===== src/rtl/anita3_scaler_snapshot.sv =====
`timescale 1ns/1ps
// ANITA-3 scaler snapshot engine.
// On each PPS rising edge, the block waits for the scaler bank to settle.
// It then sweeps the 36 scaler addresses and captures them into a
// ping-pong bank. Completed snapshots are served to the host through a
// registered read port.
module anita3_scaler_snapshot #(
    parameter int SETTLE_CYCLES = 4
) (
    input  logic        clk33_i,
    input  logic        rst_i,
    input  logic        pps_i,
    output logic [5:0]  scal_addr_o,
    input  logic [31:0] scal_dat_i,
    input  logic [5:0]  rd_addr_i,
    output logic [31:0] rd_dat_o,
    output logic        snap_done_o,
    output logic        snap_valid_o,
    output logic [15:0] snap_count_o,
    output logic        busy_o,
    output logic        overrun_o,
    input  logic        clr_overrun_i
);
    localparam int          NWORDS    = 36;
    localparam logic [5:0]  LAST_K    = 6'd36;   // extra sweep step for the final capture
    localparam logic [15:0] SETTLE_LD = 16'(SETTLE_CYCLES);

    typedef enum logic [1:0] {IDLE, SETTLE, SWEEP, SWAP} state_t;

    state_t      state_q, state_d;
    logic [15:0] settle_cnt_q, settle_cnt_d;
    logic [5:0]  k_q, k_d;
    logic        pps_meta_q, pps_sync_q, pps_prev_q;
    logic        pps_rise;
    logic [5:0]  scal_addr_q, scal_addr_d;
    logic        cap_vld_q, cap_vld_d;
    logic [5:0]  cap_idx_q, cap_idx_d;
    logic [31:0] cap_dat_q, cap_dat_d;
    logic        wr_bank_q, wr_bank_d;
    logic        swap;
    logic [31:0] rd_dat_q, rd_dat_d;
    logic        snap_done_q, snap_done_d;
    logic        snap_valid_q, snap_valid_d;
    logic [15:0] snap_count_q, snap_count_d;
    logic        busy_q, busy_d;
    logic        overrun_q, overrun_d;

    logic [31:0] bank_q [2][NWORDS];

    // Scaler mux address for sweep step k: the last two words skip 0x22/0x23.
    function automatic logic [5:0] sweep_addr(input logic [5:0] k);
        return (k < 6'd34) ? k : k + 6'd2;
    endfunction

    assign pps_rise = pps_sync_q & ~pps_prev_q;
    assign swap     = (state_q == SWAP);

    // Next-state logic for the snapshot sequencer.
    always_comb begin
        state_d      = state_q;
        settle_cnt_d = settle_cnt_q;
        k_d          = k_q;
        case (state_q)
            IDLE: begin
                if (pps_rise) begin
                    if (SETTLE_CYCLES == 0) begin
                        state_d = SWEEP;
                        k_d     = '0;
                    end else begin
                        state_d      = SETTLE;
                        settle_cnt_d = SETTLE_LD;
                    end
                end
            end
            SETTLE: begin
                if (settle_cnt_q <= 16'd1) begin
                    state_d = SWEEP;
                    k_d     = '0;
                end else begin
                    settle_cnt_d = settle_cnt_q - 16'd1;
                end
            end
            SWEEP: begin
                if (k_q == LAST_K) state_d = SWAP;
                else               k_d     = k_q + 6'd1;
            end
            SWAP:    state_d = IDLE;
            default: state_d = IDLE;
        endcase
    end

    // Next values for the registered outputs, the capture pipeline and the bank selection.
    always_comb begin
        scal_addr_d  = (state_d == SWEEP && k_d < LAST_K) ? sweep_addr(k_d) : 6'h00;
        cap_vld_d    = (state_q == SWEEP) && (k_q != LAST_K);
        cap_idx_d    = k_q;
        cap_dat_d    = scal_dat_i;
        busy_d       = (state_d == SETTLE) || (state_d == SWEEP);
        snap_done_d  = (state_d == SWAP);
        wr_bank_d    = swap ? ~wr_bank_q : wr_bank_q;
        snap_valid_d = snap_valid_q | swap;
        snap_count_d = swap ? snap_count_q + 16'd1 : snap_count_q;
        // A PPS edge outside IDLE is dropped. If a clear arrives in the same cycle, the set takes priority.
        if (pps_rise && state_q != IDLE) overrun_d = 1'b1;
        else if (clr_overrun_i)          overrun_d = 1'b0;
        else                             overrun_d = overrun_q;
        // Reads use the bank that is not being filled. The bank toggle takes effect only after SWAP.
        if (snap_valid_q && rd_addr_i < LAST_K) rd_dat_d = bank_q[~wr_bank_q][rd_addr_i];
        else                                    rd_dat_d = 32'h0;
    end

    // Control state, PPS synchroniser and registered outputs with synchronous reset.
    always_ff @(posedge clk33_i) begin
        if (rst_i) begin
            state_q      <= IDLE;
            settle_cnt_q <= '0;
            k_q          <= '0;
            pps_meta_q   <= 1'b0;
            pps_sync_q   <= 1'b0;
            pps_prev_q   <= 1'b0;
            scal_addr_q  <= '0;
            cap_vld_q    <= 1'b0;
            cap_idx_q    <= '0;
            cap_dat_q    <= '0;
            wr_bank_q    <= 1'b0;
            rd_dat_q     <= '0;
            snap_done_q  <= 1'b0;
            snap_valid_q <= 1'b0;
            snap_count_q <= '0;
            busy_q       <= 1'b0;
            overrun_q    <= 1'b0;
        end else begin
            state_q      <= state_d;
            settle_cnt_q <= settle_cnt_d;
            k_q          <= k_d;
            pps_meta_q   <= pps_i;
            pps_sync_q   <= pps_meta_q;
            pps_prev_q   <= pps_sync_q;
            scal_addr_q  <= scal_addr_d;
            cap_vld_q    <= cap_vld_d;
            cap_idx_q    <= cap_idx_d;
            cap_dat_q    <= cap_dat_d;
            wr_bank_q    <= wr_bank_d;
            rd_dat_q     <= rd_dat_d;
            snap_done_q  <= snap_done_d;
            snap_valid_q <= snap_valid_d;
            snap_count_q <= snap_count_d;
            busy_q       <= busy_d;
            overrun_q    <= overrun_d;
        end
    end

    // Bank write: the captured word lands in the fill bank one cycle after its address was driven.
    always_ff @(posedge clk33_i) begin
        if (cap_vld_q) bank_q[wr_bank_q][cap_idx_q] <= cap_dat_q;
    end

    assign scal_addr_o  = scal_addr_q;
    assign rd_dat_o     = rd_dat_q;
    assign snap_done_o  = snap_done_q;
    assign snap_valid_o = snap_valid_q;
    assign snap_count_o = snap_count_q;
    assign busy_o       = busy_q;
    assign overrun_o    = overrun_q;
endmodule


===== config.mk =====
export PLATFORM = sky130hd
export DESIGN_NAME = anita3_scaler_snapshot
export DESIGN_NICKNAME = d
export VERILOG_FILES = /design/src/rtl/anita3_scaler_snapshot.sv
export SDC_FILE = /design/constraint.sdc
export NUM_CORES = 2
export LEC_CHECK = 0
export ABC_CLOCK_PERIOD_IN_PS = 3600
export BUFFER_PORTS_ARGS = -buffer_cell sky130_fd_sc_hd__buf_2
export CAP_MARGIN = 10
export CORE_MARGIN = 5
export CORE_UTILIZATION = 25
export CTS_CLUSTER_SIZE = 12
export DETAILED_ROUTE_END_ITERATION = 12
export SYNTH_ARGS = -nofsm -noshare
export SYNTH_HDL_FRONTEND = slang
export SYNTH_SLANG_ARGS = --single-unit

===== constraint.sdc =====
create_clock -name clk33_i -period 3.6 [get_ports clk33_i]
set_input_delay 0.18 -clock clk33_i [delete_from_list [all_inputs] [get_ports clk33_i]]
set_output_delay 0.18 -clock clk33_i [all_outputs]
set_load 0.01 [all_outputs]

==> key figures <==
GRT
  – Pin count of the biggest net entering global routing: 73
  – Vias in the first global route: 47,381
  – First-pass GRT wire length: 377,000 um
  – Gr ovfl total: 0
  – GRT Total Usage: 13.8%
  – Antenna violations before repair: 22

Yosys
  – Distinct cell type count after synthesis: 74
  – Seq/Total Area, Yosys: 77.4%
  – Top_reg_cell synth: edfxtp_1
  – Synth Net Count: 4,245
  – Synth Register Bits: 2,429
  – Synthesized cell area: 92,700 sq um
  – FFs w/ async S/R, synth: 0%
  – Syn Inst Count: 4,191
  – Post-synth EDFFs: 2,304
  – Yosys Warn Count: 0
  – Mean Syn Cell Area: 22.1 sq um

Setup path
  – Worst path cell trace: buf_12, buf_12, mux4_2, mux4_2, o221ai_1, nor2_1
  – CP Capture Type: flop
  – Worst Setup Start Kind: flop
  – Slowest cell on crit path: o221ai_1
  – Maximum fanout along the worst path: 42
  – R2R cell count: 6
  – RR Endpoint: rd_dat_o[8]
  – Worst reg2reg startpoint: wr_bank_q
  – Kind of critical path: reg -> reg
  – Worst path required time: 4360 ps
  – Reg2Reg Setup Slack: 130 ps
  – Delay-heaviest family, CP: multiplexers
  – Worst Path Arrival: 4230 ps
  – Crit path largest cell delay: 820 ps
  – Buf/Inv on CP: 2

Route
  – Via Count: 46,929
  – Routed wire length: 271,000 um
  – Number of vias per cell: 4.78
  – Initial drt markers: 6,566
  – Post-route ant nets: 0
  – WL/cell: 27.5 um
  – DRC: 0
  – Drt pass-1 iters: 5

Timing
  – Skew final: 88.8 ps
  – Final min period: 3470 ps
  – Max Slew Vio Count: 0
  – F_max: 288 MHz
  – Final Hold Fails: 0
  – Hold_ws: 78.6 ps
  – Crit share post-route: 96.3%
  – Slew HR: 9.37%
  – Worst-margin pin slew: 1360 ps
  – Final Setup Violations: 0
  – RSZ-0062 raised after global routing: false
  – Final worst-path setup slack: 132 ps

Layout
  – Commonest non-fill, non-tap cells in the layout: edfxtp_1 (2,304), mux4_2 (613), buf_4 (278), clkbuf_16 (245), mux2i_1 (140)
  – Final nets: 4,750
  – Fin cells: 9,828
  – P&R area growth vs syn: 18.5%
  – # fillers: 35,514
  – Layout cells sized above 1: 30.4%
  – Commonest non-fill, non-tap cell in the layout: edfxtp_1

Power and ir drop
  – Static leakage: 33.8 nW
  – Power per cell area: 533 nW/um^2
  – Peak supply drop: 0.413 mV

Floorplan
  – Die H: 619 um
  – Initial Util: 25.1%
  – Die Wd: 619 um
  – Core ar.: 369,000 sq um
  – Row count: 223
  – I/O pin cnt: 100
  – Die ar.: 383,000 sq um

CTS
  – CTS tree: done
  – Clock Latency Late Sink: 920 ps
  – Maximum clock insertion buffer count: 4
  – CTS buffer count: 244
  – CTS root buffer: clkbuf_16
  – Clk sinks: 2,429
  – Worst-path clk slew: 60 ps
  – Clock H-tree levels: 4

Min path
  – WHS Endpoint: pps_meta_q
  – Hold Startpoint: pps_i
  – Worst hold path type: in -> reg
  – Worst Hold Depth: 3

Placement
  – PortBufs: 99
  – Placer Congestion: 0.827
  – Pre-CTS setup slack: -429 ps
  – Post-DP HPWL: 163,000 um
  – Placed Cells: 9,353

Job
  – Maxcap violations: 0

Run status
  – Status: completed
## report_power, final
group | total, W | switching (W) | leakage (nW) | internal (W)
Combinational | 0.00374 | 0.00223 | 8.31 | 0.00151
Clock | 0.0234 | 0.0103 | 3.42 | 0.0131
Sequential | 0.0314 | 0.000341 | 22.0 | 0.0311
Total | 0.0585 | 0.0129 | 33.8 | 0.0456
## routing by layer
| metal | routed length (um) | track usage, % | part of all wire (%) |
|---|---|---|---|
| met1 | 107000 | 18.6 | 40 |
| met2 | 128000 | 22.1 | 47 |
| met5 | 13 | 0 | 0.0048 |
| met4 | 9900 | 4.49 | 3.7 |
| met3 | 25500 | 3.09 | 9.4 |
## flip-flops by register name (all words and copies together) (netlist names)
signal and cells:
wr_bank_q 1, cap_idx_d 6, bank_q 2304, snap_done_o 1
snap_count_o 16, scal_addr_o 6, snap_valid_o 1, pps_sync_q 1
rd_dat_o 32, cap_dat_q 32, cap_idx_q 6, settle_cnt_q 16
busy_o 1, pps_prev_q 1, pps_meta_q 1, cap_vld_q 1
state_q 2, overrun_o 1
## stage by stage
stage | util [%] | setup TNS [ps] | cell area, sq um | power, W
after CTS | 29.7 | 0 | 110000 | 0.0589
after detailed placement | 27.7 | -429 | 102000 | 0.0357
after floorplan | - | -309960 | 92700 | 0.0343
after global placement | 27.7 | -410 | 102000 | 0.0356
after global routing | 29.7 | 0 | 110000 | 0.0604
final | 29.7 | 0 | 110000 | 0.0585
## worst max-delay path by stage
stage               cells past startpoint        endpoint  slack, ps      start
floorplan                              10  bank_q[1][768]       -180  wr_bank_q
global placement                        7    rd_dat_o[21]       -410  wr_bank_q
detailed placement                      7    rd_dat_o[21]       -430  wr_bank_q
CTS                                     7    rd_dat_o[21]       0.09  wr_bank_q
global route                            6     rd_dat_o[8]        110  wr_bank_q
finish                                  6     rd_dat_o[8]        130  wr_bank_q
## final cells by class
cell class | count | area (sq um) | share of cell area, %
Sequential cell | 2429 | 71700 | 65.3
Clock inverter | 43 | 408 | 0.372
Antenna cell | 8 | 20.0 | 0.0182
Tap cell | 4950 | 6190 | 5.64
Timing Repair Buffer | 483 | 4300 | 3.91
Clock buffer | 377 | 6720 | 6.12
Inverter | 17 | 68.8 | 0.0627
Multi-Input combinational cell | 1521 | 20400 | 18.5
## logic make-up (layout without fill, tap and decap cells)
kind of cell | Yosys count | in the layout | synth area share, %
AOI/OAI and AO/OA | 259 | 259 | 1.92
xor gates and xnor gates | 24 | 24 | 0.227
adders and majority gates | 12 | 12 | 0.162
buffers and inverters | 241 | 920 | 1.28
DFF | 2429 | 2429 | 77.4
muxes | 780 | 780 | 16.7
other | 0 | 8 | 0
and+or+nand+nor | 446 | 446 | 2.32
## worst min-delay path: stages
cell	delay (ps)
dlygate4sd3_1	520
buf_2	90
nor2b_1	110
## timing repair
action	4_1_cts	5_1_grt
hold buffers	45	0
gates resized for setup	1	0
endpoints found under the hold margin	38	0
setup buffers	1	0
endpoints found under the setup margin	1	1
## synthesized netlist by cell type, drive strengths merged, types with 8 or more instances
library cell / count / area, sq um
clkbuf: 80 / 300
a2111oi: 9 / 78.8
o221ai: 16 / 140
a21oi: 41 / 205
mux2: 27 / 304
nor3: 29 / 145
mux2i: 140 / 1400
dfxtp: 125 / 2500
buf: 144 / 823
nor4: 8 / 50.1
inv: 17 / 63.8
or3: 10 / 62.6
xnor2: 11 / 96.3
edfxtp: 2304 / 69200
nand3: 16 / 80.1
ha: 12 / 150
a211oi: 19 / 143
mux4: 613 / 13800
nor2: 164 / 616
a22oi: 11 / 82.6
nor2b: 66 / 413
o21ai: 54 / 282
nand2: 90 / 340
nand2b: 12 / 75.1
xor2: 13 / 114
a31oi: 15 / 93.8
o22ai: 40 / 250
Power figures use the tool's default switching activity.
